--- src/rtl/lpe_array_tile_sequencer_if.sv ---
// Stream bundle around the tile sequencer: command, operand inputs, array edge lanes,
// bottom-row psum monitor taps and status flags.
interface lpe_array_tile_sequencer_if #(
  parameter int unsigned PE_NUMBER_I = 4,
  parameter int unsigned PE_NUMBER_J = 4,
  parameter int unsigned OP0_WIDTH   = 16,
  parameter int unsigned OP1_WIDTH   = 16,
  parameter int unsigned K_WIDTH     = 16
);
  logic [K_WIDTH-1:0]               s_axis_cmd_tdata;
  logic                             s_axis_cmd_tvalid;
  logic                             s_axis_cmd_tready;
  logic [PE_NUMBER_J*OP0_WIDTH-1:0] s_axis_a_tdata;
  logic                             s_axis_a_tvalid;
  logic                             s_axis_a_tready;
  logic [PE_NUMBER_I*OP1_WIDTH-1:0] s_axis_w_tdata;
  logic                             s_axis_w_tvalid;
  logic                             s_axis_w_tready;
  logic [PE_NUMBER_J*OP0_WIDTH-1:0] m_axis_l_tdata;
  logic [PE_NUMBER_J-1:0]           m_axis_l_tvalid;
  logic [PE_NUMBER_J-1:0]           m_axis_l_tready;
  logic [PE_NUMBER_J-1:0]           m_axis_l_tlast;
  logic [PE_NUMBER_I*OP1_WIDTH-1:0] m_axis_t_tdata;
  logic [PE_NUMBER_I-1:0]           m_axis_t_tvalid;
  logic [PE_NUMBER_I-1:0]           m_axis_t_tready;
  logic [PE_NUMBER_I-1:0]           m_axis_t_tlast;
  logic [PE_NUMBER_I-1:0]           mon_d_tvalid;
  logic [PE_NUMBER_I-1:0]           mon_d_tready;
  logic [PE_NUMBER_I-1:0]           mon_d_tlast;
  logic                             busy;
  logic                             done;
  logic                             err_cmd_zero;

  // Sequencer side.
  modport slave (
    input  s_axis_cmd_tdata, s_axis_cmd_tvalid,
    output s_axis_cmd_tready,
    input  s_axis_a_tdata, s_axis_a_tvalid,
    output s_axis_a_tready,
    input  s_axis_w_tdata, s_axis_w_tvalid,
    output s_axis_w_tready,
    output m_axis_l_tdata, m_axis_l_tvalid, m_axis_l_tlast,
    input  m_axis_l_tready,
    output m_axis_t_tdata, m_axis_t_tvalid, m_axis_t_tlast,
    input  m_axis_t_tready,
    input  mon_d_tvalid, mon_d_tready, mon_d_tlast,
    output busy, done, err_cmd_zero
  );

  // Environment side (command source, operand sources, array).
  modport master (
    output s_axis_cmd_tdata, s_axis_cmd_tvalid,
    input  s_axis_cmd_tready,
    output s_axis_a_tdata, s_axis_a_tvalid,
    input  s_axis_a_tready,
    output s_axis_w_tdata, s_axis_w_tvalid,
    input  s_axis_w_tready,
    input  m_axis_l_tdata, m_axis_l_tvalid, m_axis_l_tlast,
    output m_axis_l_tready,
    input  m_axis_t_tdata, m_axis_t_tvalid, m_axis_t_tlast,
    output m_axis_t_tready,
    output mon_d_tvalid, mon_d_tready, mon_d_tlast,
    input  busy, done, err_cmd_zero
  );
endinterface

--- src/rtl/lpe_array_tile_sequencer.sv ---
// Per-tile sequencer for a systolic LPE array: forks operand beats onto the edge lanes,
// tags the last beat, and waits for every bottom-row psum tlast before pulsing done.
module lpe_array_tile_sequencer #(
  parameter int unsigned PE_NUMBER_I = 4,
  parameter int unsigned PE_NUMBER_J = 4,
  parameter int unsigned OP0_WIDTH   = 16,
  parameter int unsigned OP1_WIDTH   = 16,
  parameter int unsigned K_WIDTH     = 16
) (
  input  logic                        clk,
  input  logic                        rst_n,
  lpe_array_tile_sequencer_if.slave   bus_io
);

  typedef enum logic [1:0] {StIdle, StFeed, StDrain} state_e;

  state_e                   state_q;
  logic [K_WIDTH-1:0]       k_q, a_cnt_q, w_cnt_q;
  logic [PE_NUMBER_J-1:0]   sent_l_q;
  logic [PE_NUMBER_I-1:0]   sent_t_q, d_seen_q;
  logic                     done_q, err_q;

  logic                             feed, a_more, w_more, a_fire, w_fire, cmd_fire;
  logic [K_WIDTH-1:0]               k_last;
  logic [PE_NUMBER_J-1:0]           l_valid, l_take;
  logic [PE_NUMBER_I-1:0]           t_valid, t_take, d_seen_nx;
  logic [PE_NUMBER_J*OP0_WIDTH-1:0] l_data;
  logic [PE_NUMBER_I*OP1_WIDTH-1:0] t_data;

  always_comb begin
    feed     = (state_q == StFeed);
    a_more   = feed & (a_cnt_q < k_q);
    w_more   = feed & (w_cnt_q < k_q);
    k_last   = k_q - K_WIDTH'(1);
    l_data   = bus_io.s_axis_a_tdata;
    t_data   = bus_io.s_axis_w_tdata;
    // A lane that already took the current beat is masked until the beat retires upstream.
    l_valid  = {PE_NUMBER_J{bus_io.s_axis_a_tvalid & a_more}} & ~sent_l_q;
    t_valid  = {PE_NUMBER_I{bus_io.s_axis_w_tvalid & w_more}} & ~sent_t_q;
    l_take   = l_valid & bus_io.m_axis_l_tready;
    t_take   = t_valid & bus_io.m_axis_t_tready;

    bus_io.m_axis_l_tdata  = l_data;
    bus_io.m_axis_l_tvalid = l_valid;
    bus_io.m_axis_l_tlast  = {PE_NUMBER_J{feed & (a_cnt_q == k_last)}};
    bus_io.m_axis_t_tdata  = t_data;
    bus_io.m_axis_t_tvalid = t_valid;
    bus_io.m_axis_t_tlast  = {PE_NUMBER_I{feed & (w_cnt_q == k_last)}};

    bus_io.s_axis_a_tready = a_more & (&(sent_l_q | bus_io.m_axis_l_tready));
    bus_io.s_axis_w_tready = w_more & (&(sent_t_q | bus_io.m_axis_t_tready));
    a_fire   = bus_io.s_axis_a_tvalid & bus_io.s_axis_a_tready;
    w_fire   = bus_io.s_axis_w_tvalid & bus_io.s_axis_w_tready;

    bus_io.s_axis_cmd_tready = (state_q == StIdle);
    cmd_fire = bus_io.s_axis_cmd_tvalid & (state_q == StIdle);

    d_seen_nx = d_seen_q | (bus_io.mon_d_tvalid & bus_io.mon_d_tready & bus_io.mon_d_tlast);

    bus_io.busy         = (state_q != StIdle);
    bus_io.done         = done_q;
    bus_io.err_cmd_zero = err_q;
  end

  always_ff @(posedge clk or negedge rst_n) begin
    if (!rst_n) begin
      state_q  <= StIdle;
      k_q      <= '0;
      a_cnt_q  <= '0;
      w_cnt_q  <= '0;
      sent_l_q <= '0;
      sent_t_q <= '0;
      d_seen_q <= '0;
      done_q   <= 1'b0;
      err_q    <= 1'b0;
    end else begin
      done_q <= 1'b0;
      err_q  <= 1'b0;
      unique case (state_q)
        StIdle: begin
          if (cmd_fire) begin
            if (bus_io.s_axis_cmd_tdata != '0) begin
              k_q      <= bus_io.s_axis_cmd_tdata;
              a_cnt_q  <= '0;
              w_cnt_q  <= '0;
              sent_l_q <= '0;
              sent_t_q <= '0;
              d_seen_q <= '0;
              state_q  <= StFeed;
            end else begin
              err_q <= 1'b1;
            end
          end
        end
        StFeed: begin
          if (a_fire) begin
            a_cnt_q  <= a_cnt_q + K_WIDTH'(1);
            sent_l_q <= '0;
          end else begin
            sent_l_q <= sent_l_q | l_take;
          end
          if (w_fire) begin
            w_cnt_q  <= w_cnt_q + K_WIDTH'(1);
            sent_t_q <= '0;
          end else begin
            sent_t_q <= sent_t_q | t_take;
          end
          d_seen_q <= d_seen_nx;
          if ((a_cnt_q == k_q) && (w_cnt_q == k_q)) state_q <= StDrain;
        end
        StDrain: begin
          d_seen_q <= d_seen_nx;
          if (&d_seen_nx) begin
            state_q <= StIdle;
            done_q  <= 1'b1;
          end
        end
        default: state_q <= StIdle;
      endcase
    end
  end

endmodule

--- src/flat_wrapper.sv ---
// flat-port wrapper written by rule: the top's interface ports become plain ports
module lpe_array_tile_sequencer_flat 
#(
  parameter int unsigned PE_NUMBER_I = 4,
  parameter int unsigned PE_NUMBER_J = 4,
  parameter int unsigned OP0_WIDTH   = 16,
  parameter int unsigned OP1_WIDTH   = 16,
  parameter int unsigned K_WIDTH     = 16
)
  (clk, rst_n, bus_io_s_axis_cmd_tdata, bus_io_s_axis_cmd_tvalid, bus_io_s_axis_cmd_tready, bus_io_s_axis_a_tdata, bus_io_s_axis_a_tvalid, bus_io_s_axis_a_tready, bus_io_s_axis_w_tdata, bus_io_s_axis_w_tvalid, bus_io_s_axis_w_tready, bus_io_m_axis_l_tdata, bus_io_m_axis_l_tvalid, bus_io_m_axis_l_tlast, bus_io_m_axis_l_tready, bus_io_m_axis_t_tdata, bus_io_m_axis_t_tvalid, bus_io_m_axis_t_tlast, bus_io_m_axis_t_tready, bus_io_mon_d_tvalid, bus_io_mon_d_tready, bus_io_mon_d_tlast, bus_io_busy, bus_io_done, bus_io_err_cmd_zero);
  lpe_array_tile_sequencer_if #(.PE_NUMBER_I(PE_NUMBER_I), .PE_NUMBER_J(PE_NUMBER_J), .OP0_WIDTH(OP0_WIDTH), .OP1_WIDTH(OP1_WIDTH), .K_WIDTH(K_WIDTH)) bus_io_i ();
  input  logic clk;
  input  logic rst_n;
  input wire logic [$bits(bus_io_i.s_axis_cmd_tdata)-1:0] bus_io_s_axis_cmd_tdata;
  input wire logic [$bits(bus_io_i.s_axis_cmd_tvalid)-1:0] bus_io_s_axis_cmd_tvalid;
  output wire logic [$bits(bus_io_i.s_axis_cmd_tready)-1:0] bus_io_s_axis_cmd_tready;
  input wire logic [$bits(bus_io_i.s_axis_a_tdata)-1:0] bus_io_s_axis_a_tdata;
  input wire logic [$bits(bus_io_i.s_axis_a_tvalid)-1:0] bus_io_s_axis_a_tvalid;
  output wire logic [$bits(bus_io_i.s_axis_a_tready)-1:0] bus_io_s_axis_a_tready;
  input wire logic [$bits(bus_io_i.s_axis_w_tdata)-1:0] bus_io_s_axis_w_tdata;
  input wire logic [$bits(bus_io_i.s_axis_w_tvalid)-1:0] bus_io_s_axis_w_tvalid;
  output wire logic [$bits(bus_io_i.s_axis_w_tready)-1:0] bus_io_s_axis_w_tready;
  output wire logic [$bits(bus_io_i.m_axis_l_tdata)-1:0] bus_io_m_axis_l_tdata;
  output wire logic [$bits(bus_io_i.m_axis_l_tvalid)-1:0] bus_io_m_axis_l_tvalid;
  output wire logic [$bits(bus_io_i.m_axis_l_tlast)-1:0] bus_io_m_axis_l_tlast;
  input wire logic [$bits(bus_io_i.m_axis_l_tready)-1:0] bus_io_m_axis_l_tready;
  output wire logic [$bits(bus_io_i.m_axis_t_tdata)-1:0] bus_io_m_axis_t_tdata;
  output wire logic [$bits(bus_io_i.m_axis_t_tvalid)-1:0] bus_io_m_axis_t_tvalid;
  output wire logic [$bits(bus_io_i.m_axis_t_tlast)-1:0] bus_io_m_axis_t_tlast;
  input wire logic [$bits(bus_io_i.m_axis_t_tready)-1:0] bus_io_m_axis_t_tready;
  input wire logic [$bits(bus_io_i.mon_d_tvalid)-1:0] bus_io_mon_d_tvalid;
  input wire logic [$bits(bus_io_i.mon_d_tready)-1:0] bus_io_mon_d_tready;
  input wire logic [$bits(bus_io_i.mon_d_tlast)-1:0] bus_io_mon_d_tlast;
  output wire logic [$bits(bus_io_i.busy)-1:0] bus_io_busy;
  output wire logic [$bits(bus_io_i.done)-1:0] bus_io_done;
  output wire logic [$bits(bus_io_i.err_cmd_zero)-1:0] bus_io_err_cmd_zero;
  assign bus_io_i.s_axis_cmd_tdata = bus_io_s_axis_cmd_tdata;
  assign bus_io_i.s_axis_cmd_tvalid = bus_io_s_axis_cmd_tvalid;
  assign bus_io_s_axis_cmd_tready = bus_io_i.s_axis_cmd_tready;
  assign bus_io_i.s_axis_a_tdata = bus_io_s_axis_a_tdata;
  assign bus_io_i.s_axis_a_tvalid = bus_io_s_axis_a_tvalid;
  assign bus_io_s_axis_a_tready = bus_io_i.s_axis_a_tready;
  assign bus_io_i.s_axis_w_tdata = bus_io_s_axis_w_tdata;
  assign bus_io_i.s_axis_w_tvalid = bus_io_s_axis_w_tvalid;
  assign bus_io_s_axis_w_tready = bus_io_i.s_axis_w_tready;
  assign bus_io_m_axis_l_tdata = bus_io_i.m_axis_l_tdata;
  assign bus_io_m_axis_l_tvalid = bus_io_i.m_axis_l_tvalid;
  assign bus_io_m_axis_l_tlast = bus_io_i.m_axis_l_tlast;
  assign bus_io_i.m_axis_l_tready = bus_io_m_axis_l_tready;
  assign bus_io_m_axis_t_tdata = bus_io_i.m_axis_t_tdata;
  assign bus_io_m_axis_t_tvalid = bus_io_i.m_axis_t_tvalid;
  assign bus_io_m_axis_t_tlast = bus_io_i.m_axis_t_tlast;
  assign bus_io_i.m_axis_t_tready = bus_io_m_axis_t_tready;
  assign bus_io_i.mon_d_tvalid = bus_io_mon_d_tvalid;
  assign bus_io_i.mon_d_tready = bus_io_mon_d_tready;
  assign bus_io_i.mon_d_tlast = bus_io_mon_d_tlast;
  assign bus_io_busy = bus_io_i.busy;
  assign bus_io_done = bus_io_i.done;
  assign bus_io_err_cmd_zero = bus_io_i.err_cmd_zero;
  lpe_array_tile_sequencer #(.PE_NUMBER_I(PE_NUMBER_I), .PE_NUMBER_J(PE_NUMBER_J), .OP0_WIDTH(OP0_WIDTH), .OP1_WIDTH(OP1_WIDTH), .K_WIDTH(K_WIDTH)) u_core (.clk(clk), .rst_n(rst_n), .bus_io(bus_io_i));
endmodule
--- config.mk ---
export PLATFORM = sky130hd
export DESIGN_NAME = lpe_array_tile_sequencer_flat
export DESIGN_NICKNAME = d
export VERILOG_FILES = /design/src/rtl/lpe_array_tile_sequencer_if.sv /design/src/rtl/lpe_array_tile_sequencer.sv /design/src/flat_wrapper.sv
export SDC_FILE = /design/constraint.sdc
export NUM_CORES = 1
export LEC_CHECK = 0
export CAP_MARGIN = 20
export CORE_MARGIN = 2
export CORE_UTILIZATION = 25
export DETAILED_ROUTE_END_ITERATION = 12
export GPL_ROUTABILITY_DRIVEN = 0
export PLACE_DENSITY = 0.63
export SLEW_MARGIN = 20
export SYNTH_ARGS = -nofsm -noshare
export SYNTH_HDL_FRONTEND = slang
export SYNTH_SLANG_ARGS = --single-unit
--- constraint.sdc ---
create_clock -name clk -period 3.9 [get_ports clk]
set_clock_uncertainty 0.1 [all_clocks]
set_input_delay 0.39 -clock clk [delete_from_list [all_inputs] [get_ports clk]]
set_output_delay 0.39 -clock clk [all_outputs]
set_load 0.01 [all_outputs]
==> results of run 1 <==
==> logic make-up after synthesis <==
group,after synthesis
AO/OA/AOI/OAI,158
XOR/XNOR,33
adder cells (fa/ha/maj),38
buffers and inverters,204
flip-flops,64
multiplexers,7
AND/OR/NAND/NOR,225
==> layer usage <==
| layer | GRT usage [%] | up-vias |
|---|---|---|
| li1 | - | 2315 |
| met1 | 16.4 | 2318 |
| met2 | 19.2 | 175 |
| met3 | 2.36 | 59 |
| met4 | 8.15 | 0 |
| met5 | 0 | - |
==> layout make-up <==
| type | count | area, um^2 | area share [%] |
|---|---|---|---|
| Multi-Input combinational cell | 461 | 3230 | 51.0 |
| Timing Repair Buffer | 71 | 683 | 10.8 |
| Inverter | 32 | 120 | 1.90 |
| Sequential cell | 64 | 1600 | 25.3 |
| Clock buffer | 11 | 233 | 3.67 |
| Clock inverter | 5 | 57.6 | 0.909 |
| Tap cell | 324 | 405 | 6.40 |
==> cell usage in the layout (no fill, tap or decap), types with 4 or more instances in the layout <==
master and count:
nand2_1 68, dfrtp_1 62, clkdlybuf4s50_1 61, a21oi_1 37
ha_1 37, inv_1 32, nor2_1 29, o21ai_0 25
nand3_1 24, xnor2_1 20, nor4_1 16, nand4_1 14
nor3_1 12, xor2_1 12, o211ai_1 10, or4_1 10
o31ai_1 10, a211o_1 9, clkbuf_16 9, buf_4 9
a31oi_1 7, o22ai_1 7, and3_1 6, mux2i_1 6
nor2b_1 5, a21o_1 5, o2bb2ai_1 5, or3_1 4
nor3b_1 4, nand2b_1 4, and2_1 4, a32o_1 4
==> synth_stat cells (all sizes together) (10+ instances only) <==
library cell and instances:
buf 147, nand2 68, dfrtp 64, ha 38, a21oi 37, inv 32, nor2 29, o21ai 28
clkbuf 25, nand3 24, nor4 22, xnor2 21, nand4 15, nor3 13, or4 13, xor2 12
o211ai 10, o31ai 10
==> sequential cells by signal, summed over array words and instances (netlist names) <==
register and count:
u_core.sent_t_q 4, u_core.w_cnt_q 16, u_core.state_q 2, u_core.sent_l_q 4
u_core.bus_io.err_cmd_zero 1, u_core.k_q 16, u_core.bus_io.done 1, u_core.d_seen_q 4
u_core.a_cnt_q 16
==> worst max-delay path, stage by stage, from the launching register on <==
cell             delay (ns)
dfrtp_1                0.52
nor3_1                 0.51
xnor2_1                0.19
a2111oi_1              0.34
o211ai_1               0.17
nor4_1                 0.32
o2111a_2               0.33
clkdlybuf4s50_1        0.56
==> power by group <==
group	switching (mW)	internal [mW]
Combinational	1.22	0.901
Clock	0.317	0.495
Sequential	0.375	0.859
==> timing repair <==
action / CTS / global route
resized for setup: 3 / 6
setup buffers: 0 / 2
pin swaps: 0 / 2
endpoints found under the hold margin: 0 / 0
cloned: 0 / 0
setup endpoints to repair: 8 / 12
==> worst max path at each step <==
stage                        start                   endpoint  slack (ns)
floorplan            u_core.k_q[3]   bus_io_m_axis_t_tlast[1]        1.01
global placement     u_core.k_q[0]   bus_io_m_axis_l_tlast[3]        0.44
detailed placement   u_core.k_q[0]   bus_io_m_axis_l_tlast[2]        0.32
CTS                  u_core.k_q[1]   bus_io_m_axis_l_tlast[2]        0.09
global route        u_core.k_q[10]  bus_io_m_axis_l_tvalid[2]       0.007
finish               u_core.k_q[2]   bus_io_m_axis_l_tlast[2]        0.11
==> results.py, run 1 <==
metrics = {
    "placement": {
        "dp_slack_ns": 0.318,
        "io_buffers": 62,
        "dpl.cell_count": 950,
        "place_area_mm2": 0.00598,
        "dp_hpwl_um": 12100,
    },
    "route": {
        "drtPass1Iterations": 5,
        "via_per_inst": 5.03,
        "dr_wl_met2_um": 7290,
        "drtAntennaViolNets": 0,
        "drc": 0,
        "highest_layer": "met4",
        "wl_met1_um": 7060,
        "wl_met3_um": 972,
        "via_count": 4867,
        "wl_per_cell_um": 16.5,
        "drt_iter0_markers": 395,
        "routed_wl_um": 16000,
    },
    "critical_path": {
        "endpoint_kind": "primary output",
        "start_kind": "register",
        "required_ns": 3.41,
        "r2r_slack_ns": 0.59,
        "ff2ff_path_depth": 9,
        "regToRegEndpoint": "u_core.a_cnt_q[0]",
        "cp.arrival_ns": 3.30,
        "worstPathMaxFanout": 7,
        "worstReg2RegStart": "u_core.k_q[10]",
        "worstSetupPathType": "reg -> out",
    },
    "global_route": {
        "antenna_found_initial": 0,
        "grtUsageTotal_pct": 12.6,
        "grt-ovfl-total": 0,
        "grt_max_degree": 37,
        "grt_first_pass_wirelength_um": 25700,
        "grt_pass1_vias": 4655,
    },
    "logic_synthesis": {
        "syn_area_mm2": 0.00608,
        "muxShareOfSynthArea_pct": 1.17,
        "synth_area_leaders": "dfrtp_1 26%, buf_4 17%, ha_1 7.8%, nand2_1 4.2%, a21oi_1 3.0%",
        "synth_largest_area_cell": "dfrtp_1",
        "synth-compound-area-share_pct": 18.1,
        "synth_edf_count": 0,
        "synth-simple-area-share_pct": 20.5,
        "synthArstFlopShare_pct": 100,
        "synth_top_family_by_area": "buffers and inverters",
        "synth_xor_area_share_pct": 4.75,
        "synth.distinct_cells": 69,
        "synth-seq-cells": 64,
        "yosys.area_share.adder_pct": 7.82,
        "seq_area_frac_synth_pct": 26.3,
        "avgSynthCellArea_um2": 8.34,
        "synth_flop_cell": "dfrtp_1",
        "synth_cells": 729,
        "synth_top_area_share_pct": 26.3,
        "yosysWarningCount": 0,
        "syn_nets": 936,
    },
    "sta": {
        "slew_viol_final": 0,
        "period_needed_ns": 3.79,
        "max_slew.worst_pin.slew_ns": 0.980,
        "timing.hold.ws_ns": -0.00996,
        "setup_viol": 0,
        "rsz0062_at_grt": "false",
        "slew_headroom_pct": 34.4,
        "hold_viol": 18,
        "period_share_pct": 97.1,
        "finalWorstSetupSlack_ns": 0.112,
        "finalSetupTns_ns": 0,
        "fmaxAchievable_mhz": 264,
    },
    "cts": {
        "cts_tree": "yes",
        "root_buffer": "clkbuf_16",
        "cts_hold_buf": 0,
        "clk_latency_ns": 0.35,
        "numCtsBuffers": 9,
        "h-tree-depth": 3,
        "path_clk_slew_ns": 0.06,
        "clock_path_buffers": 2,
        "cts_num_sinks": 64,
    },
    "layout": {
        "finalNetCount": 846,
        "antenna_cells": 0,
        "fin_util_pct": 26.3,
        "fillers": 2656,
        "drive_gt1_share_pct": 7.45,
        "syn2layout_area_growth_pct": 4.13,
        "fin_cells": 968,
        "stdcell_area_mm2": 0.00633,
    },
    "run": {
        "drv_cap": 0,
    },
    "floorplan": {
        "dieArea_mm2": 0.0256,
        "rows": 57,
        "coreArea_mm2": 0.0241,
        "die_x_um": 160,
        "ioPinCount": 319,
        "die_y_um": 160,
        "initial_core_util_pct": 25.2,
    },
    "power_and_ir_drop": {
        "ir_drop_v": 0.000318,
        "p_leak_nw": 2.56,
        "pwr_density_cell_mw_per_mm2": 659,
        "power_mw": 4.17,
    },
    "run_status": {
        "violations": "hold timing",
        "status": "finished with violations",
    },
    "hold_path": {
        "hold_class": "in -> async",
    },
}
Note: power is estimated with default switching activity, not from simulation.
==> inputs of run 2 (changes only) <==
- CORE_ASPECT_RATIO: unset -> 1.75
==> results.py, run 2 (synthesis results as in run 1) <==
metrics = {
    "critical_path": {
        "slowest_delay_ns": 0.56,
        "endpoint_kind": "primary output",
        "cp.arrival_ns": 3.27,
        "required_ns": 3.41,
        "path_cells": "or4_1, nor4_4, nand3_2, a21oi_2, nand4_1, nor4_2, buf_4, clkdlybuf4s50_1",
        "start_kind": "register",
        "critPathSlowestCell": "or4_1",
        "worstSetupPathType": "reg -> out",
        "worstPathMaxFanout": 10,
    },
    "sta": {
        "rsz0062_at_grt": "true",
        "hold_viol": 0,
        "period_needed_ns": 3.76,
        "slew_viol_final": 0,
        "fmaxAchievable_mhz": 266,
        "slew_headroom_pct": 42.9,
        "setup_viol": 0,
        "finalSetupTns_ns": 0,
        "max_slew.worst_pin.slew_ns": 0.853,
        "period_share_pct": 96.5,
    },
    "cts": {
        "root_buffer": "clkbuf_16",
        "cts_tree": "yes",
        "h-tree-depth": 3,
        "clock_path_buffers": 2,
        "cts_num_sinks": 64,
        "path_clk_slew_ns": 0.05,
        "numCtsBuffers": 9,
        "cts_hold_buf": 0,
        "clk_latency_ns": 0.34,
    },
    "layout": {
        "syn2layout_area_growth_pct": 5.00,
        "final_common_cell": "nand2_1",
        "drive_gt1_share_pct": 10.4,
        "fin_cells": 963,
        "reg_top3": "u_core.a_cnt_q: 16 flops, u_core.k_q: 16 flops, u_core.w_cnt_q: 16 flops",
        "antenna_cells": 0,
        "finalNetCount": 857,
        "layout_common_cells": "68 x nand2_1, 61 x clkdlybuf4s50_1, 59 x dfrtp_1, 37 x ha_1, 36 x a21oi_1",
        "stdcell_area_mm2": 0.00639,
    },
    "power_and_ir_drop": {
        "seq_power_share_pct": 28.0,
        "switchingPower_mw": 1.99,
        "p_comb_share_pct": 54.5,
        "power_mw": 4.23,
        "pwr_density_cell_mw_per_mm2": 662,
        "sw_frac_of_total_pct": 47.0,
        "p_leak_nw": 2.60,
        "p_int_mw": 2.24,
        "ir_drop_v": 0.000227,
        "clockPowerShare_pct": 17.5,
    },
    "placement": {
        "dpl.cell_count": 946,
        "place_area_mm2": 0.00605,
        "dp_hpwl_um": 16200,
        "io_buffers": 62,
    },
    "global_route": {
        "grt_first_pass_wirelength_um": 30700,
        "grtUsageTotal_pct": 16.1,
        "grt_max_degree": 35,
        "grt_pass1_vias": 5144,
        "antenna_found_initial": 0,
        "grt-ovfl-total": 0,
    },
    "route": {
        "drc": 0,
        "drtAntennaViolNets": 0,
        "wl_per_cell_um": 21.4,
        "via_per_inst": 5.32,
        "via_count": 5121,
        "drt_iter0_markers": 353,
        "routed_wl_um": 20600,
        "drtPass1Iterations": 5,
    },
    "floorplan": {
        "coreArea_mm2": 0.0239,
        "initial_core_util_pct": 25.4,
        "ioPinCount": 319,
        "die_y_um": 210,
        "rows": 75,
        "die_x_um": 122,
        "dieArea_mm2": 0.0256,
    },
    "run": {
        "drv_cap": 0,
    },
    "run_status": {
        "status": "finished clean",
    },
    "hold_path": {
        "hold_class": "in -> async",
    },
}
-- run 2: repair_timing --
action,4_1_cts,5_1_grt
setup endpoints to repair,4,13
buffers inserted,0,1
gates resized for setup,1,16
pin swaps,0,2
-- run 2: critical path, delay by kind of cell (launching register included) --
family | cells | cell delay (ns)
buf+inv | 2 | 0.71
simple gates | 5 | 1.55
compound gates | 1 | 0.19
flops | 1 | 0.49
-- run 2: power groups by stage --
stage / combinational (mW) / sequential [mW] / clock [mW]
CTS: 2.23 / 1.17 / 0.761
finish: 2.30 / 1.19 / 0.739
global route: 2.53 / 1.21 / 0.782
floorplan: 1.80 / 1.00 / 0
detailed placement: 2.21 / 1.18 / 0
global placement: 2.18 / 1.17 / 0
-- run 2: final timing paths --
kind	endpoint	slack, ns	from	depth (start not counted)
setup / recovery	bus_io_m_axis_t_tlast[2]	0.14	u_core.k_q[7]	8
setup reg to reg	u_core.a_cnt_q[0]	0.50	u_core.k_q[13]	9
max in group asynchronous	u_core.k_q[7]	2.88	rst_n	2
hold reg to reg	u_core.sent_t_q[0]	0.41	u_core.sent_t_q[0]	1
hold / removal	u_core.sent_l_q[2]	0.01	rst_n	1
min in group clk	u_core.sent_t_q[0]	0.41	u_core.sent_t_q[0]	1
-- run 2: per-stage QoR --
| stage | hold slack, ns | util [%] | setup WS (ns) |
|---|---|---|---|
| after floorplan | -0.00559 | - | 1.01 |
| after global placement | 0.392 | 25.3 | 0.375 |
| after detailed placement | 0.404 | 25.3 | 0.358 |
| after CTS | 0.0373 | 26.4 | 0.0160 |
| after global routing | 0.0693 | 26.7 | -0.00281 |
| final | 0.0148 | 26.7 | 0.136 |
-- run 2: per-layer routing --
layer / GRT usage, % / part of all wire, %
met5: 0 / 0
met2: 27.2 / 50
met3: 2.52 / 6.1
met4: 22.2 / 15
met1: 13.6 / 29
-- run 2: final cells by class --
type | instances | area, um^2
fill | 2557 | 17500
timing repair buffer | 82 | 766
multi-input combinational | 461 | 3240
clock buffer | 12 | 246
inverter | 32 | 120
sequential | 64 | 1610
clock inverter | 4 | 20.0
tap | 308 | 385
==> inputs of run 3 (changes only) <==
- ABC_AREA: unset -> 0
==> results of run 3 <==
Final layout, timing and power as in run 2 (identical DEF).
